==> src/rtl/piece_scheduler.sv <==
// ---------------------------------------------------------------------------
// piece_scheduler
//   Bag-randomised piece queue. Holds up to QUEUE_DEPTH shape codes (head plus
//   preview entries) and a 7-bit bag mask of codes already issued in the
//   current bag. Each refill takes the raw randomiser code (7 is folded to 0).
//   If that code is already in the bag, the next unused code (mod 7) is taken
//   instead, so every bag of 7 pushes contains each code 0-6 exactly once.
//
// Ports
//   clock        rising-edge clock
//   reset        asynchronous active-low reset
//   rand_id[2:0] raw shape code from the randomiser, sampled every cycle
//   enable       permits refill pushes
//   flush        synchronous clear of queue and bag (overrides req/push)
//   req          consume the head piece
//   piece_id     head shape code (registered)
//   piece_valid  head holds a queued piece (registered, count != 0)
//   next1..3_id  preview entries 1-3, 0 when empty
//   count        number of queued entries, 0-4
// ---------------------------------------------------------------------------
module piece_scheduler #(
   parameter int QUEUE_DEPTH = 4
) (
   input  logic       clock,
   input  logic       reset,
   input  logic [2:0] rand_id,
   input  logic       enable,
   input  logic       flush,
   input  logic       req,
   output logic [2:0] piece_id,
   output logic       piece_valid,
   output logic [2:0] next1_id,
   output logic [2:0] next2_id,
   output logic [2:0] next3_id,
   output logic [2:0] count
);

   typedef enum logic [1:0] {
      ST_EMPTY = 2'd0,
      ST_FILL  = 2'd1,
      ST_FULL  = 2'd2
   } state_t;

   state_t     state;
   logic [2:0] queue_q [QUEUE_DEPTH];
   logic [6:0] mask;

   logic       pop;
   logic       push;
   logic [2:0] cand;
   logic [2:0] tail;
   logic [2:0] count_nxt;
   logic [6:0] mask_set;
   logic [6:0] mask_nxt;
   logic [2:0] queue_nxt [QUEUE_DEPTH];

   // Fold code 7 onto 0, then walk forward (mod 7) to the first code not yet
   // issued in this bag. The mask is never all ones, so a free code exists.
   function automatic logic [2:0] pick_candidate(input logic [2:0] raw,
                                                 input logic [6:0] m);
      int base;
      int idx;
      logic found;
      logic [2:0] res;
      base  = (raw == 3'd7) ? 0 : int'(raw);
      found = 1'b0;
      res   = 3'(base);
      for (int off = 0; off < 7; off++) begin
         idx = base + off;
         if (idx >= 7) idx = idx - 7;
         if (!found && !m[idx]) begin
            res   = 3'(idx);
            found = 1'b1;
         end
      end
      return res;
   endfunction

   always_comb begin
      pop       = req && piece_valid && !flush;
      // A pop frees a slot on the same edge, so a full queue may still accept.
      push      = enable && !flush && ((state != ST_FULL) || pop);
      cand      = pick_candidate(rand_id, mask);
      tail      = count - {2'b00, pop};
      count_nxt = count + {2'b00, push} - {2'b00, pop};
      mask_set  = mask | (7'b000_0001 << cand);
      // Completing a bag starts a fresh one instead of saturating the mask.
      mask_nxt  = (mask_set == 7'h7f) ? 7'h00 : mask_set;

      // Shift toward the head on pop; vacated tail slots are zero-filled so
      // preview outputs read 0 for empty entries.
      for (int i = 0; i < QUEUE_DEPTH - 1; i++) begin
         queue_nxt[i] = pop ? queue_q[i+1] : queue_q[i];
      end
      queue_nxt[QUEUE_DEPTH-1] = pop ? 3'd0 : queue_q[QUEUE_DEPTH-1];

      for (int i = 0; i < QUEUE_DEPTH; i++) begin
         if (push && (tail == 3'(i))) queue_nxt[i] = cand;
      end
   end

   always_ff @(posedge clock or negedge reset) begin
      if (!reset) begin
         state       <= ST_EMPTY;
         count       <= 3'd0;
         mask        <= 7'h00;
         piece_valid <= 1'b0;
         for (int i = 0; i < QUEUE_DEPTH; i++) queue_q[i] <= 3'd0;
      end else if (flush) begin
         state       <= ST_EMPTY;
         count       <= 3'd0;
         mask        <= 7'h00;
         piece_valid <= 1'b0;
         for (int i = 0; i < QUEUE_DEPTH; i++) queue_q[i] <= 3'd0;
      end else begin
         count       <= count_nxt;
         piece_valid <= (count_nxt != 3'd0);
         if (push) mask <= mask_nxt;
         for (int i = 0; i < QUEUE_DEPTH; i++) queue_q[i] <= queue_nxt[i];
         if (count_nxt == 3'd0)
            state <= ST_EMPTY;
         else if (count_nxt == 3'(QUEUE_DEPTH))
            state <= ST_FULL;
         else
            state <= ST_FILL;
      end
   end

   assign piece_id = queue_q[0];
   assign next1_id = queue_q[1];
   assign next2_id = queue_q[2];
   assign next3_id = queue_q[3];

endmodule

==> config.mk <==
export PLATFORM = sky130hd
export DESIGN_NAME = piece_scheduler
export DESIGN_NICKNAME = d
export VERILOG_FILES = /design/src/rtl/piece_scheduler.sv
export SDC_FILE = /design/constraint.sdc
export NUM_CORES = 1
export LEC_CHECK = 0
export ABC_CLOCK_PERIOD_IN_PS = 4300
export BUFFER_PORTS_ARGS = -buffer_cell sky130_fd_sc_hd__buf_4
export CAP_MARGIN = 20
export CORE_MARGIN = 4
export CORE_UTILIZATION = 50
export DETAILED_ROUTE_END_ITERATION = 8
export PLACE_DENSITY = 0.68
export SYNTH_ARGS = -nofsm -noshare
export SYNTH_HDL_FRONTEND = slang
export SYNTH_SLANG_ARGS = --single-unit
export TNS_END_PERCENT = 100
==> constraint.sdc <==
create_clock -name clock -period 4.3 [get_ports clock]
set_input_delay 0.43 -clock clock [delete_from_list [all_inputs] [get_ports clock]]
set_output_delay 0.43 -clock clock [all_outputs]
set_load 0.05 [all_outputs]
==> impl_metrics.sql <==
INSERT INTO impl_metrics (metric_group, metric, value, unit) VALUES
('worst_setup_path', 'critical_path_required', '4450', 'ps'),
('power_and_ir_drop', 'fin_total_pwr', '1.18', 'mW'),
('finish', 'fillers', '429', ''),
('timing', 'maxSlewHeadroom', '61.8', '%'),
('floorplan', 'floorplan.die_area', '7240', 'sq um'),
('timing', 'timing.final.hold_violations', '0', ''),
('drt', 'detailroute.via_count', '3314', ''),
('grt', 'grt_start_max_net_pins', '26', ''),
('synth', 'synth_cells', '367', ''),
('clock_tree', 'htree_num_levels', '1', ''),
('outcome', 'failing_checks', 'setup timing', ''),
('floorplan', 'die_w', '85.1', 'um'),
('synth', 'synth_nets', '386', ''),
('power_and_ir_drop', 'combPwrFrac', '62.7', '%'),
('clock_tree', 'clkSlewWorstSetupHoldPaths', '90', 'ps'),
('drt', 'drt-vias-per-instance', '6.18', ''),
('finish', 'num-nets-final', '484', ''),
('timing', 'period_share', '105', '%'),
('power_and_ir_drop', 'switchingPower', '525', 'uW'),
('grt', 'grt_use_total', '25.6', '%'),
('drt', 'wire_per_inst', '17.6', 'um'),
('drt', 'finalWirelength', '9.43', 'mm'),
('power_and_ir_drop', 'clk_pwr_share', '11.9', '%'),
('timing', 'max_freq', '222', 'MHz'),
('floorplan', 'total_core_area', '5640', 'sq um'),
('power_and_ir_drop', 'internal_power', '653', 'uW'),
('clock_tree', 'clock_tree_from_tritoncts', 'yes', ''),
('grt', 'overflow', '0', ''),
('timing', 'worst-slew-pin-transition', '568', 'ps'),
('outcome', 'run_status', 'finished with violations', ''),
('synth', 'synthArstFlopShare', '100', '%'),
('power_and_ir_drop', 'switching_share', '44.6', '%'),
('synth', 'postSynth.topFlopCell', 'sky130_fd_sc_hd__dfrtp_1', ''),
('synth', 'netlist_area', '2970', 'sq um'),
('synth', 'synthesis.area_per_instance', '8.10', 'sq um'),
('timing', 'final_period_minus_worst_setup_slack', '4510', 'ps'),
('placed_design', 'place.detailed.hpwl', '7.05', 'mm'),
('finish', 'layout-area-overhead-vs-synth', '35.4', '%'),
('synth', 'ys_types', '81', ''),
('timing', 'setup_ws_post_layout', '-210', 'ps'),
('grt', 'vias_in_the_first_global_route', '3246', ''),
('timing', 'finalSetupViolations', '7', ''),
('synth', 'synth_seq_cells', '25', ''),
('drt', 'initialDrtViolationCount', '215', ''),
('job', 'total_of_max_cap_violations', '0', ''),
('worst_setup_path', 'setup.worst_path.end_class', 'flop', ''),
('floorplan', 'floorplan.initialDensity', '52.7', '%'),
('worst_setup_path', 'wp_buf_inv', '4', ''),
('timing', 'unrepaired_setup_endpoints_after_global_routing', 'yes', ''),
('clock_tree', 'cts_buffer_depth', '2', ''),
('finish', 'layout-drive-gt1-share', '37.7', '%'),
('worst_setup_path', 'crit_fanout', '4', ''),
('grt', 'grt_antenna_before_repair', '0', ''),
('finish', 'layout_commonest_cell', 'sky130_fd_sc_hd__buf_4', ''),
('power_and_ir_drop', 'pwr_density_cell', '293', 'nW/um^2'),
('drt', 'drt-pass1-iter-count', '5', ''),
('floorplan', 'die_height', '85.1', 'um'),
('worst_setup_path', 'worstSetupStartpointType', 'primary input', ''),
('worst_setup_path', 'critical_path.slowest_cell', 'sky130_fd_sc_hd__fa_2', ''),
('power_and_ir_drop', 'sequentialPowerShare', '25.4', '%'),
('worst_setup_path', 'critical_path_class', 'in2reg', ''),
('worst_setup_path', 'crit_path_start', 'rand_id[0]', ''),
('min_path', 'worstHoldPathType', 'in2async', ''),
('drt', 'ant_nets', '0', ''),
('timing', 'setup-tns-final', '-1340', 'ps'),
('synth', 'synth-edff-count', '0', ''),
('floorplan', 'core.rowCount', '27', ''),
('worst_setup_path', 'crit-reg2reg-launch', 'mask[1]', ''),
('synth', 'synth_sequential_area_ratio', '21.0', '%'),
('clock_tree', 'tritoncts.num_buffers', '3', ''),
('power_and_ir_drop', 'largest_vdd_supply_drop', '0.000237', 'V');
[cell families after synthesis]
group | Yosys count | share of synthesized area, %
muxes | 28 | 9.60
and+or+nand+nor | 133 | 22.7
buffers and inverters | 44 | 7.20
DFF | 25 | 21.0
AOI/OAI and AO/OA | 117 | 30.8
adders and majority gates | 11 | 5.13
xor gates and xnor gates | 9 | 3.54
[layer usage]
layer,track usage [%],wire (um),share of wire (%)
met2,45.8,4860,52
met4,9.78,299,3.2
met1,32.0,3780,40
met3,1.55,487,5.2
met5,0,0,0
[cells in the mapped netlist (3+ instances only)]
cell type / n / area, sq um
sky130_fd_sc_hd__nand3_1: 8 / 40.0
sky130_fd_sc_hd__dfrtp_1: 25 / 626
sky130_fd_sc_hd__a31oi_1: 3 / 18.8
sky130_fd_sc_hd__or2_2: 5 / 31.3
sky130_fd_sc_hd__inv_1: 20 / 75.1
sky130_fd_sc_hd__a211oi_1: 3 / 22.5
sky130_fd_sc_hd__nor2_1: 33 / 124
sky130_fd_sc_hd__mux2i_1: 24 / 240
sky130_fd_sc_hd__nor2b_1: 6 / 37.5
sky130_fd_sc_hd__o21ai_0: 18 / 90.1
sky130_fd_sc_hd__nand4_1: 4 / 25.0
sky130_fd_sc_hd__ha_1: 9 / 113
sky130_fd_sc_hd__mux2_2: 3 / 33.8
sky130_fd_sc_hd__o22ai_1: 3 / 18.8
sky130_fd_sc_hd__buf_2: 10 / 50.1
sky130_fd_sc_hd__a22oi_1: 8 / 60.1
sky130_fd_sc_hd__a21oi_1: 28 / 140
sky130_fd_sc_hd__nand2_1: 39 / 146
sky130_fd_sc_hd__clkbuf_1: 7 / 26.3
sky130_fd_sc_hd__o2111ai_1: 3 / 26.3
sky130_fd_sc_hd__xnor2_1: 7 / 61.3
sky130_fd_sc_hd__and3_1: 3 / 18.8
sky130_fd_sc_hd__buf_6: 4 / 45.0
sky130_fd_sc_hd__nand2b_1: 7 / 43.8
sky130_fd_sc_hd__nor3_1: 10 / 50.1
sky130_fd_sc_hd__o211ai_1: 12 / 90.1
[power groups by stage]
stage | combinational [mW] | clock (mW) | sequential [mW]
global placement | 0.666 | 0 | 0.304
global route | 0.791 | 0.158 | 0.306
detailed placement | 0.677 | 0 | 0.304
finish | 0.739 | 0.140 | 0.300
CTS | 0.695 | 0.145 | 0.300
floorplan | 0.377 | 0 | 0.366
[path summary, 6_finish.rpt]
path                               end  slack (ps)  cells after the start
setup / recovery               mask[6]        -210                     18
hold / removal             piece_id[2]          50                      1
setup reg to reg               mask[6]         360                     15
hold reg to reg            piece_id[0]         510                      2
max in group asynchronous      mask[1]        4000                      1
min in group clock            count[0]         440                      2
[cell type report]
type / instances / area [sq um] / area share, %
Clock inverter: 1 / 7.51 / 0.186
Clock buffer: 3 / 41.3 / 1.03
Multi-Input combinational cell: 298 / 2270 / 56.4
Timing Repair Buffer: 115 / 906 / 22.5
Tap cell: 72 / 90.1 / 2.24
Sequential cell: 25 / 626 / 15.5
Inverter: 22 / 85.1 / 2.11
[metrics by stage]
step / utilization [%] / worst slack, ps / hold WS [ps] / std cells / instance area (sq um)
final: 71.4 / -210 / 52.5 / 536 / 4030
after global routing: 71.4 / -322 / 53.6 / 536 / 4030
after CTS: 68.1 / 0.596 / 56.1 / 522 / 3840
after detailed placement: 65.9 / -410 / 351 / 513 / 3720
after global placement: 65.9 / -323 / 346 / 513 / 3720
after floorplan: - / -183 / 134 / 367 / 3030
[sequential cells by signal, summed over array words and instances (netlist names)]
signal       flops
next2_id         3
piece_id         3
next3_id         3
state            2
piece_valid      1
next1_id         3
mask             7
count            3
[what timing repair did]
item / 4_1_cts / 5_1_grt
buffers inserted: 5 / 15
resized for setup: 8 / 19
setup endpoints to repair: 7 / 7
pin swaps: 6 / 25
hold buffers: 0 / 0
No activity file was read; power rests on OpenSTA's default activity.
